## src/rtl/sha1_pkg.sv

```systemverilog
// Shared SHA-1 constants, FSM state encoding and round helper functions.
// Imported by the sequencer top and the message-schedule sub-module.
package sha1_pkg;

    localparam logic [31:0] K0 = 32'h5A827999;
    localparam logic [31:0] K1 = 32'h6ED9EBA1;
    localparam logic [31:0] K2 = 32'h8F1BBCDC;
    localparam logic [31:0] K3 = 32'hCA62C1D6;

    localparam logic [31:0] IV0_DEF = 32'h67452301;
    localparam logic [31:0] IV1_DEF = 32'hEFCDAB89;
    localparam logic [31:0] IV2_DEF = 32'h98BADCFE;
    localparam logic [31:0] IV3_DEF = 32'h10325476;
    localparam logic [31:0] IV4_DEF = 32'hC3D2E1F0;

    typedef enum logic [1:0] {IDLE, ROUND, FINAL, DONE} state_t;

    typedef enum logic [1:0] {
        F_CH   = 2'd0,
        F_PAR1 = 2'd1,
        F_MAJ  = 2'd2,
        F_PAR3 = 2'd3
    } fsel_t;

    function automatic fsel_t t_to_fsel(input logic [6:0] t);
        if (t < 7'd20)      return F_CH;
        else if (t < 7'd40) return F_PAR1;
        else if (t < 7'd60) return F_MAJ;
        else                return F_PAR3;
    endfunction

    function automatic logic [31:0] fsel_k(input fsel_t s);
        case (s)
            F_CH:    return K0;
            F_PAR1:  return K1;
            F_MAJ:   return K2;
            default: return K3;
        endcase
    endfunction

    function automatic logic [31:0] f0(input logic [31:0] b, c, d);
        return (b & c) | (~b & d);
    endfunction

    function automatic logic [31:0] f1(input logic [31:0] b, c, d);
        return b ^ c ^ d;
    endfunction

    function automatic logic [31:0] f2(input logic [31:0] b, c, d);
        return (b & c) | (b & d) | (c & d);
    endfunction

    function automatic logic [31:0] f3(input logic [31:0] b, c, d);
        return b ^ c ^ d;
    endfunction

    function automatic logic [31:0] add_32(input logic [31:0] x, y);
        return x + y;
    endfunction

    function automatic logic [31:0] left_rotate1(input logic [31:0] x);
        return {x[30:0], x[31]};
    endfunction

    function automatic logic [31:0] left_rotate5(input logic [31:0] x);
        return {x[26:0], x[31:27]};
    endfunction

    function automatic logic [31:0] left_rotate30(input logic [31:0] x);
        return {x[1:0], x[31:2]};
    endfunction

    function automatic logic [31:0] w_expand(input logic [31:0] w3, w8, w14, w16);
        return left_rotate1(w3 ^ w8 ^ w14 ^ w16);
    endfunction

endpackage

```

## src/rtl/sha1_round_ctrl_if.sv

```systemverilog
// Block-in / digest-out handshake bundle for the SHA-1 round sequencer.
// master = padder/consumer side, slave = sequencer side.
interface sha1_round_ctrl_if;
    logic         blk_valid;
    logic         blk_ready;
    logic [511:0] blk_data;
    logic         blk_first;
    logic         digest_valid;
    logic         digest_ready;
    logic [159:0] digest;
    logic         busy;
    logic [6:0]   round;

    modport master (
        output blk_valid, blk_data, blk_first, digest_ready,
        input  blk_ready, digest_valid, digest, busy, round
    );

    modport slave (
        input  blk_valid, blk_data, blk_first, digest_ready,
        output blk_ready, digest_valid, digest, busy, round
    );
endinterface

```

## src/rtl/sha1_w_sched.sv

```systemverilog
// SHA-1 message schedule: 16-word circular buffer loaded from the block,
// expanded in place so only the last 16 W values are ever stored.
module sha1_w_sched
    import sha1_pkg::*;
(
    input  logic         clk,
    input  logic         rst,
    input  logic         load,
    input  logic [511:0] load_data,
    input  logic         step,
    input  logic [6:0]   t,
    output logic [31:0]  w_t
);

    logic [15:0][31:0] wbuf_q, wbuf_d;
    logic [3:0]        idx, i3, i8, i14;
    logic [31:0]       w_exp;

    always_comb begin
        idx   = t[3:0];
        i3    = idx - 4'd3;
        i8    = idx - 4'd8;
        i14   = idx - 4'd14;
        w_exp = w_expand(wbuf_q[i3], wbuf_q[i8], wbuf_q[i14], wbuf_q[idx]);
        w_t   = (t < 7'd16) ? wbuf_q[idx] : w_exp;

        wbuf_d = wbuf_q;
        if (load) begin
            // word 0 sits in the top bits of the block
            for (int i = 0; i < 16; i++) begin
                wbuf_d[i] = load_data[511 - 32*i -: 32];
            end
        end else if (step && (t >= 7'd16)) begin
            wbuf_d[idx] = w_exp;
        end
    end

    always_ff @(posedge clk or posedge rst) begin
        if (rst) begin
            wbuf_q <= '0;
        end else begin
            wbuf_q <= wbuf_d;
        end
    end

endmodule

```

## src/rtl/sha1_round_ctrl.sv

```systemverilog
// SHA-1 compression sequencer: one 512-bit block per handshake, one round per clock,
// chaining value held in H. Optional `abort` input when SHA1_ABORT_EN is defined.
module sha1_round_ctrl
    import sha1_pkg::*;
#(
    parameter logic [31:0] IV0 = IV0_DEF,
    parameter logic [31:0] IV1 = IV1_DEF,
    parameter logic [31:0] IV2 = IV2_DEF,
    parameter logic [31:0] IV3 = IV3_DEF,
    parameter logic [31:0] IV4 = IV4_DEF
) (
    input  logic clk,
    input  logic rst,
`ifdef SHA1_ABORT_EN
    input  logic abort,
`endif
    sha1_round_ctrl_if.slave bus
);

    localparam logic [159:0] IV_VEC = {IV0, IV1, IV2, IV3, IV4};

    state_t            state_q, state_d;
    logic [6:0]        t_q, t_d;
    logic [31:0]       a_q, b_q, c_q, d_q, e_q;
    logic [31:0]       a_d, b_d, c_d, d_d, e_d;
    // h_q[4] is H0 so the packed vector lines up directly with the digest port
    logic [4:0][31:0]  h_q, h_d;

    logic              w_load, w_step, abort_hit;
    logic [31:0]       w_t, f_val, k_val, temp;
    fsel_t             fsel;

`ifdef SHA1_ABORT_EN
    assign abort_hit = abort & (state_q != IDLE);
`else
    assign abort_hit = 1'b0;
`endif

    sha1_w_sched u_w_sched (
        .clk       (clk),
        .rst       (rst),
        .load      (w_load),
        .load_data (bus.blk_data),
        .step      (w_step),
        .t         (t_q),
        .w_t       (w_t)
    );

    assign bus.blk_ready    = (state_q == IDLE);
    assign bus.digest_valid = (state_q == DONE);
    assign bus.busy         = (state_q != IDLE);
    assign bus.round        = t_q;
    assign bus.digest       = h_q;

    always_comb begin
        state_d = state_q;
        t_d     = t_q;
        a_d     = a_q;
        b_d     = b_q;
        c_d     = c_q;
        d_d     = d_q;
        e_d     = e_q;
        h_d     = h_q;
        w_load  = 1'b0;
        w_step  = 1'b0;

        fsel  = t_to_fsel(t_q);
        k_val = fsel_k(fsel);
        unique case (fsel)
            F_CH:   f_val = f0(b_q, c_q, d_q);
            F_PAR1: f_val = f1(b_q, c_q, d_q);
            F_MAJ:  f_val = f2(b_q, c_q, d_q);
            F_PAR3: f_val = f3(b_q, c_q, d_q);
        endcase
        temp = add_32(add_32(add_32(left_rotate5(a_q), f_val), add_32(e_q, k_val)), w_t);

        unique case (state_q)
            IDLE: begin
                if (bus.blk_valid) begin
                    state_d = ROUND;
                    t_d     = 7'd0;
                    w_load  = 1'b1;
                    if (bus.blk_first) begin
                        h_d = IV_VEC;
                        {a_d, b_d, c_d, d_d, e_d} = IV_VEC;
                    end else begin
                        {a_d, b_d, c_d, d_d, e_d} = h_q;
                    end
                end
            end
            ROUND: begin
                w_step = 1'b1;
                e_d    = d_q;
                d_d    = c_q;
                c_d    = left_rotate30(b_q);
                b_d    = a_q;
                a_d    = temp;
                // round holds at 79 until the next block is accepted
                if (t_q == 7'd79) state_d = FINAL;
                else              t_d     = t_q + 7'd1;
            end
            FINAL: begin
                h_d = {add_32(h_q[4], a_q), add_32(h_q[3], b_q), add_32(h_q[2], c_q),
                       add_32(h_q[1], d_q), add_32(h_q[0], e_q)};
                state_d = DONE;
            end
            DONE: begin
                if (bus.digest_ready) state_d = IDLE;
            end
        endcase

        if (abort_hit) begin
            state_d = IDLE;
            h_d     = IV_VEC;
        end
    end

    always_ff @(posedge clk or posedge rst) begin
        if (rst) begin
            state_q <= IDLE;
            t_q     <= 7'd0;
            a_q     <= '0;
            b_q     <= '0;
            c_q     <= '0;
            d_q     <= '0;
            e_q     <= '0;
            h_q     <= IV_VEC;
        end else begin
            state_q <= state_d;
            t_q     <= t_d;
            a_q     <= a_d;
            b_q     <= b_d;
            c_q     <= c_d;
            d_q     <= d_d;
            e_q     <= e_d;
            h_q     <= h_d;
        end
    end

endmodule

```

## src/flat_wrapper.sv

```systemverilog
// flat-port wrapper written by rule: the top's interface ports become plain ports
module sha1_round_ctrl_flat import sha1_pkg::*;
#(
    parameter logic [31:0] IV0 = IV0_DEF,
    parameter logic [31:0] IV1 = IV1_DEF,
    parameter logic [31:0] IV2 = IV2_DEF,
    parameter logic [31:0] IV3 = IV3_DEF,
    parameter logic [31:0] IV4 = IV4_DEF
)
  (clk, rst, bus_blk_valid, bus_blk_data, bus_blk_first, bus_digest_ready, bus_blk_ready, bus_digest_valid, bus_digest, bus_busy, bus_round);
  sha1_round_ctrl_if bus_i ();
  input  logic clk;
  input  logic rst;
  input wire logic [$bits(bus_i.blk_valid)-1:0] bus_blk_valid;
  input wire logic [$bits(bus_i.blk_data)-1:0] bus_blk_data;
  input wire logic [$bits(bus_i.blk_first)-1:0] bus_blk_first;
  input wire logic [$bits(bus_i.digest_ready)-1:0] bus_digest_ready;
  output wire logic [$bits(bus_i.blk_ready)-1:0] bus_blk_ready;
  output wire logic [$bits(bus_i.digest_valid)-1:0] bus_digest_valid;
  output wire logic [$bits(bus_i.digest)-1:0] bus_digest;
  output wire logic [$bits(bus_i.busy)-1:0] bus_busy;
  output wire logic [$bits(bus_i.round)-1:0] bus_round;
  assign bus_i.blk_valid = bus_blk_valid;
  assign bus_i.blk_data = bus_blk_data;
  assign bus_i.blk_first = bus_blk_first;
  assign bus_i.digest_ready = bus_digest_ready;
  assign bus_blk_ready = bus_i.blk_ready;
  assign bus_digest_valid = bus_i.digest_valid;
  assign bus_digest = bus_i.digest;
  assign bus_busy = bus_i.busy;
  assign bus_round = bus_i.round;
  sha1_round_ctrl #(.IV0(IV0), .IV1(IV1), .IV2(IV2), .IV3(IV3), .IV4(IV4)) u_core (.clk(clk), .rst(rst), .bus(bus_i));
endmodule
```

## config.mk

```make
export PLATFORM = sky130hd
export DESIGN_NAME = sha1_round_ctrl_flat
export DESIGN_NICKNAME = d
export VERILOG_FILES = /design/src/rtl/sha1_pkg.sv /design/src/rtl/sha1_round_ctrl_if.sv /design/src/rtl/sha1_w_sched.sv /design/src/rtl/sha1_round_ctrl.sv /design/src/flat_wrapper.sv
export SDC_FILE = /design/constraint.sdc
export NUM_CORES = 2
export LEC_CHECK = 0
export ABC_AREA = 1
export CAP_MARGIN = 20
export CORE_ASPECT_RATIO = 0.9
export CORE_MARGIN = 5
export CORE_UTILIZATION = 25
export CTS_CLUSTER_DIAMETER = 50
export DETAILED_ROUTE_END_ITERATION = 6
export HOLD_SLACK_MARGIN = 0.06
export PLACE_DENSITY = 0.45
export SLEW_MARGIN = 30
export SYNTH_ARGS = -nofsm -noshare
export SYNTH_HDL_FRONTEND = slang
export SYNTH_SLANG_ARGS = --single-unit
```

## constraint.sdc

```tcl
create_clock -name clk -period 35.6 [get_ports clk]
set_input_delay 3.56 -clock clk [delete_from_list [all_inputs] [get_ports clk]]
set_output_delay 3.56 -clock clk [all_outputs]
set_load 0.005 [all_outputs]
```

==> qor.yml <==
setup_path:
  worst-endpoint-arrival_ns: 10.60
  crit_path_frequent_cell: "inv_1"
  critPathMaxStageDelay_ns: 0.95
  cp_max_fo: 177
  cp-end-kind: "flip-flop"
  worstPathRequired_ns: 36.30
  start_kind: "flip-flop"
  cpMaxStageDelayCell: "dfrtp_4"
  critPathKind: "reg2reg"
sta:
  slew_viol_final: 0
  period_share_pct: 27.8
  setup_viol: 0
  rsz0062_at_grt: "false"
  hold_viol_final: 0
  worstMarginPinSlew_ns: 1.12
  fin_setup_tns_ns: 0
  skew_ns: 0.0601
  period_needed_ns: 9.91
  fmax_ghz: 0.101
  holdWs_ns: 0.503
  relSlewSlack_pct: 25.4
routing:
  ant_nets: 0
  wire_per_inst_um: 28.5
  vias_per_cell: 5.31
  dr.pass1.iters: 5
  routed_wl_um: 366000
  dr_wl_met3_um: 30400
  topRoutingLayerUsed: "met5"
  vias: 68065
  route.met2.wl_um: 154000
  drt-initial-drc-count: 7816
  m1WireLength_um: 166000
  post-route-drc-count: 0
synth:
  netlist_instances: 8889
  ys_warn_count: 0
  synth-edff-count: 0
  yosysTopAreaCellShare_pct: 30.2
  ys_seq_area_share_pct: 33.5
  yosys-top-cells-area: "dfrtp_1 (30%), nand2_1 (14%), o21ai_0 (8.4%), inv_1 (5.6%), a21oi_1 (4.9%)"
  ys_types: 58
  synth_seq_cells: 841
  synth_most_common_cell: "nand2_1"
  yosys.area.top_type: "dfrtp_1"
  synthArstFlopShare_pct: 100
  ys.flop_type: "dfrtp_1"
  syn_nets: 9741
  syn_area_um2: 63100
  syn_area_per_cell_um2: 7.10
  synthTopCellsByCount: "nand2_1 (2,421), o21ai_0 (1,056), inv_1 (940)"
clock_network:
  ctsResizeCount: 0
  cts_tree: "done"
  cts_buffers: 154
  cts_sinks: 841
  holdBufCountCts: 0
  clock_path_buffers: 3
  postCtsSetupRepairBufs: 0
  path_clk_slew_ns: 0.05
  worst_skew_pair.late_latency_ns: 0.83
  htreeDepth: 4
  root_buffer: "clkbuf_16"
global_route:
  grt_start_max_net_pins: 247
  track_usage_pct: 26.6
  grt_pass1_vias: 63720
  grt_antenna_before_repair: 45
  grt_pass1_wl_um: 505000
  gr-total-overflow: 0
floorplan:
  die_h_um: 487
  initial_core_util_pct: 25.1
  coreArea_um2: 252000
  ios: 687
  die_area_um2: 262000
  die_w_um: 539
  rows: 175
place:
  dp_hpwl_um: 277000
  place_inst: 12503
  portBuffers: 686
  dpl_cell_area_um2: 72800
  place.gp.congestion: 0.945
finish:
  synthToLayoutAreaGrowth_pct: 24.4
  multi_input_area_um2: 35900
  regArea_um2: 21200
  fin_nets: 10153
  fillerInstances: 27202
  finalInstanceArea_um2: 78500
  instances_no_fill: 12816
  layout-drive-gt1-share_pct: 6.52
run_status:
  status: "complete, no violations"
min_path:
  hold_path_class: "reg2reg"
job:
  drv_cap: 0
-- through the flow --
step                utilization (%)  setup slack, ns
floorplan                         -             8.54
global placement               28.9            25.82
detailed placement             28.9            25.73
CTS                            31.1            25.68
global route                   31.1            25.00
finish                         31.2            25.69
-- placed cells by master, fill, tap and decap left out, drive strengths merged, types with 3 or more instances in the layout --
master,n
mux2i,5
fa,125
dfrtp,761
a21oi,612
o221ai,148
dfstp,80
a221o,3
a21o,29
clkinv,52
inv,969
clkdlybuf4s50,686
nand3,538
bufinv,19
nand2,2428
xnor2,58
nor4,15
diode,23
o22ai,101
buf,129
xor2,58
nor2,355
o21bai,32
clkinvlp,12
o211ai,312
clkbuf,186
ha,210
a22oi,162
nand4,25
or2,36
a221oi,5
a211oi,8
nor3,35
a31oi,29
o21a,8
nand3b,8
o31ai,4
a21boi,11
o21ai,1163
-- worst paths after layout --
path,slack (ns),start,cells past startpoint,endpoint
max reg2reg,25.69,u_core.bus.round[1],36,u_core.a_q[19]
min,0.50,u_core.u_w_sched.wbuf_q[31],2,u_core.u_w_sched.wbuf_q[31]
max,25.69,u_core.bus.round[1],36,u_core.a_q[19]
min reg2reg,0.50,u_core.u_w_sched.wbuf_q[31],2,u_core.u_w_sched.wbuf_q[31]
min in group asynchronous,3.24,rst,2,u_core.u_w_sched.wbuf_q[32]
max in group asynchronous,30.23,rst,5,u_core.d_q[14]
-- per-layer routing --
layer	vias to the layer above	global-route usage, %
met5	-	0
met4	10	9.88
met3	455	5.67
met2	3051	39.2
met1	33671	38.2
li1	30878	-
-- layout make-up --
cell class,instances,share of cell area (%)
multi-input cells,6536,45.7
flip-flops and latches,841,27.0
inverters,953,4.62
repair buffers,815,10.3
clock buffers,186,5.25
clock inverters,99,1.73
well taps,3363,5.36
diodes,23,0.0734
-- worst max-delay path: cells and delay by family, from the launching register on --
kind / cells / cell delay (ns)
flip-flops: 1 / 0.95
XOR/XNOR: 1 / 0.29
adder cells (fa/ha/maj): 6 / 2.52
buffers and inverters: 12 / 3.24
AO/OA/AOI/OAI: 7 / 1.66
AND/OR/NAND/NOR: 10 / 0.96
-- flip-flops by register name, indices dropped and copies added (netlist names) --
register and cells:
u_core.c_q 32, u_core.e_q 32, u_core.u_w_sched.wbuf_q 512, u_core.state_q 2, u_core.d_q 32, u_core.a_q 32, u_core.bus.digest 160, u_core.b_q 32
u_core.bus.round 7
-- cells by family after synthesis --
| family | synth area share, % |
|---|---|
| compound gates | 24.5 |
| buf+inv | 9.89 |
| simple gates | 22.0 |
| xor+xnor | 1.81 |
| flops | 33.5 |
| mux | 0.0793 |
| fa+ha+maj | 8.13 |
Power is left out: the tool's default activity adds up to more than one toggle a clock period on the data nets, which glitch-free logic cannot reach.
